$ cat config.mk
export PLATFORM = sky130hd
export DESIGN_NAME = mem_stage_hs
export DESIGN_NICKNAME = d
export VERILOG_FILES = /design/src/rtl/mem_stage_pkg.sv /design/src/rtl/mem_load_align.sv /design/src/rtl/mem_stage_hs.sv
export SDC_FILE = /design/constraint.sdc
export NUM_CORES = 1
export LEC_CHECK = 0
export CAP_MARGIN = 20
export CELL_PAD_IN_SITES_DETAIL_PLACEMENT = 1
export CELL_PAD_IN_SITES_GLOBAL_PLACEMENT = 2
export CORE_UTILIZATION = 27
export CTS_CLUSTER_SIZE = 25
export DETAILED_ROUTE_END_ITERATION = 6
export PLACE_DENSITY_LB_ADDON = 0.3
export SYNTH_ARGS = -nofsm -noshare
export SYNTH_HDL_FRONTEND = slang
export SYNTH_HIERARCHICAL = 1
export SYNTH_SLANG_ARGS = --single-unit
$ cat constraint.sdc
create_clock -name clk_i -period 2 [get_ports clk_i]
set_clock_uncertainty 0.2 [all_clocks]
set_input_delay 0.2 -clock clk_i [delete_from_list [all_inputs] [get_ports clk_i]]
set_output_delay 0.2 -clock clk_i [all_outputs]
set_load 0.1 [all_outputs]
$ cat src/rtl/mem_stage_pkg.sv
// Shared types, constants and lane helpers for the handshaked memory stage.
package mem_stage_pkg;

  typedef enum logic [1:0] {
    SZ_B = 2'd0,
    SZ_H = 2'd1,
    SZ_W = 2'd2,
    SZ_D = 2'd3
  } size_e;

  typedef enum logic [1:0] {
    ST_IDLE = 2'd0,
    ST_REQ  = 2'd1,
    ST_RSP  = 2'd2
  } state_e;

  localparam int unsigned CONTROL_NOP_W = 16;
  localparam logic [CONTROL_NOP_W-1:0] CONTROL_NOP = 16'h0013;

  // Byte enables for an 8-lane bus; narrower buses keep the low lanes.
  function automatic logic [7:0] be_gen(size_e size, logic [2:0] off);
    logic [7:0] be;
    case (size)
      SZ_B:    be = 8'h01 << off;
      SZ_H:    be = 8'h03 << off;
      SZ_W:    be = 8'h0F << off;
      default: be = 8'hFF;
    endcase
    return be;
  endfunction

  function automatic logic misaligned(size_e size, logic [2:0] off);
    logic mis;
    case (size)
      SZ_B:    mis = 1'b0;
      SZ_H:    mis = off[0];
      SZ_W:    mis = (off[1:0] != 2'b00);
      default: mis = (off != 3'b000);
    endcase
    return mis;
  endfunction

  // Round the lane offset down to the natural boundary of the access size.
  function automatic logic [2:0] align_off(size_e size, logic [2:0] off);
    logic [2:0] a;
    case (size)
      SZ_B:    a = off;
      SZ_H:    a = {off[2:1], 1'b0};
      SZ_W:    a = {off[2], 2'b00};
      default: a = 3'b000;
    endcase
    return a;
  endfunction

endpackage

$ cat src/rtl/mem_load_align.sv
// Combinational load lane shift, truncation and sign/zero extension.
module mem_load_align
  import mem_stage_pkg::*;
#(
  parameter int unsigned XLEN = 32
) (
  input  logic [1:0]                  size,
  input  logic                        zext,
  input  logic [$clog2(XLEN/8)-1:0]   off,
  input  logic [XLEN-1:0]             rdata,
  output logic [XLEN-1:0]             data_c
);

  logic [63:0] shifted;
  logic [63:0] ext;
  logic        sx;

  // Work on a 64-bit view so one body serves both datapath widths.
  always_comb begin
    shifted = 64'(rdata) >> {off, 3'b000};
    sx      = 1'b0;
    ext     = shifted;
    case (size_e'(size))
      SZ_B: begin
        sx  = !zext && shifted[7];
        ext = {{56{sx}}, shifted[7:0]};
      end
      SZ_H: begin
        sx  = !zext && shifted[15];
        ext = {{48{sx}}, shifted[15:0]};
      end
      SZ_W: begin
        sx  = !zext && shifted[31];
        ext = {{32{sx}}, shifted[31:0]};
      end
      default: ext = shifted;
    endcase
    data_c = XLEN'(ext);
  end

endmodule

$ cat src/rtl/mem_stage_hs.sv
// Handshaked pipeline memory stage: execute -> dmem request/response -> writeback.
// Optional MEM_MISALIGN_TRAP_EN: misaligned ops skip memory and flag wb_misalign_o.
module mem_stage_hs
  import mem_stage_pkg::*;
#(
  parameter int unsigned XLEN   = 32,
  parameter int unsigned ADDR_W = 32,
  parameter int unsigned CTRL_W = 16,
  parameter int unsigned RD_W   = 5
) (
  input  logic                clk_i,
  input  logic                rst_ni,
  input  logic                exec_valid_i,
  output logic                exec_ready_o,
  input  logic [CTRL_W-1:0]   exec_ctrl_i,
  input  logic                exec_mem_rd_i,
  input  logic                exec_mem_wr_i,
  input  logic [1:0]          exec_size_i,
  input  logic                exec_unsigned_i,
  input  logic [XLEN-1:0]     exec_alu_i,
  input  logic [XLEN-1:0]     exec_wdata_i,
  input  logic [RD_W-1:0]     exec_rd_i,
  input  logic [XLEN-1:0]     exec_pcplus_i,
  output logic                wb_valid_o,
  input  logic                wb_ready_i,
  output logic [CTRL_W-1:0]   wb_ctrl_o,
  output logic [XLEN-1:0]     wb_alu_o,
  output logic [XLEN-1:0]     wb_rdata_o,
  output logic [RD_W-1:0]     wb_rd_o,
  output logic [XLEN-1:0]     wb_pcplus_o,
`ifdef MEM_MISALIGN_TRAP_EN
  output logic                wb_misalign_o,
`endif
  output logic                dmem_req_valid_o,
  input  logic                dmem_req_ready_i,
  output logic                dmem_we_o,
  output logic [XLEN/8-1:0]   dmem_be_o,
  output logic [ADDR_W-1:0]   dmem_addr_o,
  output logic [XLEN-1:0]     dmem_wdata_o,
  input  logic                dmem_rsp_valid_i,
  input  logic [XLEN-1:0]     dmem_rdata_i
);

  localparam int unsigned BE_W  = XLEN / 8;
  localparam int unsigned OFF_W = $clog2(BE_W);

  state_e            state_q, state_d;
  size_e             size_in, sz_q;
  logic [OFF_W-1:0]  off_in, off_use, off_q;
  logic              zext_q;
  logic              accept, is_mem, issue, pass;
  logic              grant, st_done, ld_done;
  logic [XLEN-1:0]   wdata_rep, ld_data;

  assign size_in      = size_e'(exec_size_i);
  assign off_in       = exec_alu_i[OFF_W-1:0];
  assign is_mem       = exec_mem_rd_i || exec_mem_wr_i;
  assign exec_ready_o = (state_q == ST_IDLE) && (!wb_valid_o || wb_ready_i);
  assign accept       = exec_valid_i && exec_ready_o;

`ifdef MEM_MISALIGN_TRAP_EN
  logic mis_mem;
  assign mis_mem = is_mem && misaligned(size_in, 3'(off_in));
  assign off_use = off_in;
  assign issue   = accept && is_mem && !mis_mem;
  assign pass    = accept && (!is_mem || mis_mem);
`else
  assign off_use = OFF_W'(align_off(size_in, 3'(off_in)));
  assign issue   = accept && is_mem;
  assign pass    = accept && !is_mem;
`endif

  // Store data replicated across every lane of the access size.
  always_comb begin
    case (size_in)
      SZ_B:    wdata_rep = {BE_W{exec_wdata_i[7:0]}};
      SZ_H:    wdata_rep = {(XLEN/16){exec_wdata_i[15:0]}};
      SZ_W:    wdata_rep = {(XLEN/32){exec_wdata_i[31:0]}};
      default: wdata_rep = exec_wdata_i;
    endcase
  end

  always_ff @(posedge clk_i or negedge rst_ni) begin
    if (!rst_ni) state_q <= ST_IDLE;
    else         state_q <= state_d;
  end

  always_comb begin
    state_d = state_q;
    grant   = 1'b0;
    st_done = 1'b0;
    ld_done = 1'b0;
    case (state_q)
      ST_IDLE: if (issue) state_d = ST_REQ;
      ST_REQ: begin
        if (dmem_req_ready_i) begin
          grant   = 1'b1;
          st_done = dmem_we_o;
          state_d = dmem_we_o ? ST_IDLE : ST_RSP;
        end
      end
      ST_RSP: begin
        if (dmem_rsp_valid_i) begin
          ld_done = 1'b1;
          state_d = ST_IDLE;
        end
      end
      default: state_d = ST_IDLE;
    endcase
  end

  mem_load_align #(.XLEN(XLEN)) u_align (
    .size   (sz_q),
    .zext   (zext_q),
    .off    (off_q),
    .rdata  (dmem_rdata_i),
    .data_c (ld_data)
  );

  // Request side: captured on accept, held stable until the grant.
  always_ff @(posedge clk_i or negedge rst_ni) begin
    if (!rst_ni) begin
      dmem_req_valid_o <= 1'b0;
      dmem_we_o        <= 1'b0;
      dmem_be_o        <= '0;
      dmem_addr_o      <= '0;
      dmem_wdata_o     <= '0;
      sz_q             <= SZ_B;
      zext_q           <= 1'b0;
      off_q            <= '0;
    end else if (issue) begin
      dmem_req_valid_o <= 1'b1;
      dmem_we_o        <= exec_mem_wr_i;
      dmem_be_o        <= BE_W'(be_gen(size_in, 3'(off_use)));
      dmem_addr_o      <= ADDR_W'(exec_alu_i) & ~ADDR_W'(BE_W - 1);
      dmem_wdata_o     <= wdata_rep;
      sz_q             <= size_in;
      zext_q           <= exec_unsigned_i;
      off_q            <= off_use;
    end else if (grant) begin
      dmem_req_valid_o <= 1'b0;
    end
  end

  // Writeback side: memory ops park their payload here while wb_valid_o is low.
  always_ff @(posedge clk_i or negedge rst_ni) begin
    if (!rst_ni) begin
      wb_valid_o    <= 1'b0;
      wb_ctrl_o     <= CTRL_W'(CONTROL_NOP);
      wb_alu_o      <= '0;
      wb_rdata_o    <= '0;
      wb_rd_o       <= '0;
      wb_pcplus_o   <= '0;
`ifdef MEM_MISALIGN_TRAP_EN
      wb_misalign_o <= 1'b0;
`endif
    end else begin
      if (pass || st_done || ld_done) wb_valid_o <= 1'b1;
      else if (issue || wb_ready_i)   wb_valid_o <= 1'b0;
      if (pass || issue) begin
        wb_ctrl_o     <= exec_ctrl_i;
        wb_alu_o      <= exec_alu_i;
        wb_rdata_o    <= '0;
        wb_rd_o       <= exec_rd_i;
        wb_pcplus_o   <= exec_pcplus_i;
`ifdef MEM_MISALIGN_TRAP_EN
        wb_misalign_o <= pass && mis_mem;
`endif
      end
      if (ld_done) wb_rdata_o <= ld_data;
    end
  end

endmodule

Word level (Yosys, flattened, before mapping)
Index checks and enable logic that the tools add are counted.
{ "totals": {"register_bits": 193, "latchBits": 0, "ramBits": 0, "mem_bits_ro": 0, "in_bits": 160, "output_inout_bits": 189, "memories": 0} }
{ "op_classes": {"add_sub_neg": 0, "multipliers": 0, "div": 0, "n_lt_le_gt_ge": 0, "n_eq_ne": 9, "shift": 4, "mux": 21, "bitwise": 0, "reduce_logical": 22} }
{ "ops": {"columns": ["cell", "n"], "rows": [
  ["one-hot mux 32 bit (3 select lines)", 1],
  ["2-to-1 mux 32 bit", 2],
  ["one-hot mux 32 bit (2 select lines)", 1],
  [">> shifter 32 x 5 -> 32 bit", 1],
  ["one-hot mux 4 bit (3 select lines)", 1],
  ["2-to-1 mux 1 bit", 10],
  ["2-to-1 mux 2 bit", 4],
  ["equality test 2 x 1 -> 1 bit (second input constant)", 3],
  ["equality test 2 bit (second input constant)", 3],
  ["logical AND 1 bit", 6],
  ["zero test 2 bit", 3],
  ["logical OR 1 bit", 6],
  ["!= test 2 bit (second input constant)", 3],
  ["one-hot mux 2 bit (3 select lines)", 1],
  ["nonzero test 2 bit", 3],
  ["one-hot mux 2 bit (2 select lines)", 1],
  ["<< shifter 1 x 2 -> 4 bit (first input constant)", 1],
  ["<< shifter 2 x 2 -> 4 bit (first input constant)", 1],
  ["<< shifter 4 x 2 -> 4 bit (first input constant)", 1],
  ["zero test 1 bit", 3],
  ["AND reduction 3 bit", 1]
]} }

Logic depth before layout (Yosys ltp)
{ "depth": {"word_depth": 8, "mapped_depth": 7, "mapped_depth_nobuf": 5} }

By module
The synthesis kept the hierarchy.
{ "modules_own_cells": {"columns": ["mod", "n_inst", "cells_per_inst", "area_per_inst_um2"], "rows": [
  ["mem_stage_hs", 1, 570, 7911.3],
  ["mem_load_align", 1, 103, 768.2]
]} }

Least setup slack after synthesis
No wires, ideal clock.
{ "synth_timing": {"kind": "reg2out", "from": "register wb_valid_o", "to": "output port exec_ready_o", "arrival_ps": 2536, "path_slack_ps": -936, "path_stages_with_launch": 4, "cell_sequence": "dfrtp_1 nor2b_1 clkbuf_1 nor2_1"} }
{ "synth_between": {"elab_chain_cells": 3} }
{ "synth_rtl": {"columns": ["item", "line_no", "source"], "rows": [
  ["from (decl)", "mem_stage_hs.sv:24", "output logic wb_valid_o,"],
  ["from (signal assigned)", "mem_stage_hs.sv:148", "wb_valid_o <= 1'b0;"],
  ["from (signal assigned)", "mem_stage_hs.sv:158", "if (pass || st_done || ld_done) wb_valid_o <= 1'b1;"],
  ["from (signal assigned)", "mem_stage_hs.sv:159", "else if (issue || wb_ready_i) wb_valid_o <= 1'b0;"],
  ["zero test 1 bit", "mem_stage_hs.sv:58", "assign exec_ready_o = (state_q == ST_IDLE) && (!wb_valid_o || wb_ready_i);"],
  ["logical OR 1 bit", "mem_stage_hs.sv:58", null],
  ["logical AND 1 bit", "mem_stage_hs.sv:58", null],
  ["to (decl)", "mem_stage_hs.sv:14", "output logic exec_ready_o,"]
]} }
Every way passes these cells.

Worst setup path in the final report
{ "layout_timing": {"from": "register state_q[0]", "to": "output port exec_ready_o"} }
{ "layout_between": {"elab_chain_cells": 2} }
{ "layout_rtl": {"columns": ["item", "line_no", "source"], "rows": [
  ["from (decl)", "mem_stage_hs.sv:47", "state_e state_q, state_d;"],
  ["from (signal assigned)", "mem_stage_hs.sv:85", "else state_q <= state_d;"],
  ["zero test 2 bit", "mem_stage_hs.sv:58", null],
  ["logical AND 1 bit", "mem_stage_hs.sv:58", null]
]} }
Every way passes these cells.

==> results.cfg <==
[timing]
worst_slew_pin_slew_ns = 0.498
slew_violations = 0
hold_slack_ns = 0.0972
max_slew_margin = 0.664
post-route-min-period_ns = 1.94
setup_viol = 0
fmaxAchievable_ghz = 0.515
hold_viol_final = 0
final.period_utilization = 0.970
rsz0062_at_grt = false

[worst_setup_path]
r2r_slack_ns = 0.10
cp.arrival_ns = 1.54
max_stage_delay_ns = 0.39
regToRegEndpoint = wb_ctrl_o[10]$_DFFE_PN0P_
path_class = register to primary output
cp_max_fo = 6
endpoint_kind = primary output
cp.required_ns = 1.60
cp_cell_sequence = buf_4 -> or2_4 -> nor2_4 -> buf_12
endpoint = exec_ready_o
crit_path_start_kind = register
cp-startpoint = state_q[0]$_DFFE_PN0P_
r2r_start = wb_valid_o$_DFFE_PN0P_
reg2regPathDepth = 5
critical_path.slowest_cell = dfrtp_1

[placed_design]
io_buffers = 346
dp_hpwl_um = 21000
gp_congestion = 0.763

[outcome]
outcome = finished clean

[clock_network]
cts_tree = done
cts_max_level = 4
clockRootBuffer = clkbuf_16
cts.sinks = 193
insertion_delay_ns = 0.45
cts_made_buffers = 17
cts_buffer_depth = 2
clk_pin_slew_ns = 0.07

[hold_path]
hp-class = input pin to asynchronous set/reset pin

[layout]
area_growth_pct = 52.5
fin_nets = 1211
final_layout_size_suffix_gt1_frac = 0.428
antenna_cells = 0
fin_util = 0.419

[global_route]
grt_usage = 0.176
overflow = 0
grt_max_degree = 47
grtUsageMet2 = 0.286
grt_pass1_wl_um = 44300
antenna_found_initial = 0
grt_pass1_vias = 7516
grt_util_met1 = 0.219
grt_busiest_layer = met2
grtUsageMet3 = 0.0611

[drt]
drc = 0
drt-initial-drc-count = 234
routed_via_density = 4.65
routedWlPerCell_um = 19.3
dr_total_vias = 6803
firstDrtPassIters = 4
drt_wl_total_um = 28300
ant_nets = 0

[floorplan]
start_util = 0.275
die_w_um = 181
die_y_um = 181
io_pins = 349
dieArea_sq_um = 32900
rows = 65
core_area_sq_um = 31600

[yosys]
synth_area_sq_um = 8680
synth_most_common_cell = dfrtp_1
ys_types = 46
synth_flop_cell = dfrtp_1
syn_inst = 673
synth_top_area_frac = 0.548
synth_edf_count = 0
synthTopCellsByArea = dfrtp_1 (55%), mux2_2 (15%), mux2_4 (6.7%), nand2_1 (3.0%), o21ai_0 (2.7%)
synth_area_per_cell_sq_um = 12.9
synth-seq-cells = 193
yosysTopAreaCell = dfrtp_1
ys_warn_count = 6
synthArstFlopShare = 1.00
synth_commonest_cells = dfrtp_1 (190), mux2_2 (116), nand2_1 (70)
yosysSeqAreaShare = 0.557

[flow_run]
cap_violations = 0
==> critical path: cells and delay by family, from the launching register on <==
| kind | cells | cell delay (ns) |
|---|---|---|
| flops | 1 | 0.39 |
| buf+inv | 2 | 0.34 |
| simple gates | 2 | 0.37 |
==> per-stage QoR <==
stage | TNS (ns) | setup slack [ns] | cells | area [sq um]
finish | 0 | 0.0598 | 1462 | 13200
global route | 0 | 0.00632 | 1462 | 13200
CTS | 0 | 0.0155 | 1462 | 13200
detailed placement | -12.40 | -0.320 | 1426 | 12600
global placement | -9.07 | -0.256 | 1426 | 12600
floorplan | 0 | 0.0271 | 674 | 8700
==> registers in the layout, summed over array words and instances, names as in the netlist, 2 cells and up <==
signal / cells
wb_pcplus_o: 32
dmem_wdata_o: 32
wb_rdata_o: 32
sz_q: 2
off_q: 2
dmem_be_o: 4
state_q: 2
wb_rd_o: 5
wb_ctrl_o: 16
dmem_addr_o: 30
wb_alu_o: 32
==> placed cells by master, fill, tap and decap left out, drive strengths merged, types with 2 or more instances in the layout <==
cell,count
nor2b,10
nand4,2
bufinv,3
dfstp,3
dfrtp,190
buf,240
nand2,70
o22ai,8
a21oi,32
clkinv,6
and2,8
a211oi,7
o221ai,2
nand3b,2
clkbuf,21
nor2,9
o21ai,46
and3b,2
a221o,9
or2,12
inv,8
clkdlybuf4s50,158
o31ai,11
nand2b,3
ha,4
mux2,155
mux2i,16
conb,2
o2bb2ai,8
==> worst min path at each step <==
stage / start / endpoint / slack [ns] / cells after the start
2_1_floorplan: rst_ni / dmem_addr_o[10]$_DFFE_PN0P_ / -0.30 / 0
3_3_place_gp: rst_ni / wb_rdata_o[4]$_DFFE_PN0P_ / 0.008 / 1
3_5_place_dp: rst_ni / wb_rdata_o[5]$_DFFE_PN0P_ / 0.01 / 1
4_1_cts: rst_ni / wb_rdata_o[5]$_DFFE_PN0P_ / 0.08 / 2
5_1_grt: rst_ni / wb_rdata_o[4]$_DFFE_PN0P_ / 0.11 / 2
6_report: rst_ni / wb_rdata_o[4]$_DFFE_PN0P_ / 0.1 / 2
==> layout make-up <==
cell class	count	area, sq um
tap	402	503
clock inverter	12	158
sequential	193	4840
multi-input combinational	430	3600
clock buffer	20	447
fill	3375	18300
timing repair buffer	400	3670
inverter	5	18.8
==> metal layers <==
layer | share of wire | up-vias
li1 | - | 3137
met1 | 0.43 | 3407
met2 | 0.48 | 234
met3 | 0.076 | 25
met4 | 0.016 | 0
met5 | 0 | -
==> cells by family after synthesis <==
logic type / count (synthesis) / synth area share
other: 1 / 0.000432
AO/OA/AOI/OAI: 129 / 0.0969
adder cells (fa/ha/maj): 4 / 0.00577
flip-flops: 193 / 0.557
multiplexers: 171 / 0.236
AND/OR/NAND/NOR: 123 / 0.0698
buffers and inverters: 51 / 0.0329
XOR/XNOR: 1 / 0.00101
==> timing repair <==
action / CTS / global route
pin swaps: 2 / 0
resized for setup: 3 / 1
cloned: 0 / 0
endpoints found under the setup margin: 2 / 3
hold buffers: 1 / 0
setup buffers: 3 / 0
endpoints found under the hold margin: 191 / 0
Power is left out: the tool's default activity adds up to more than one toggle a clock period on the data nets, which glitch-free logic cannot reach.
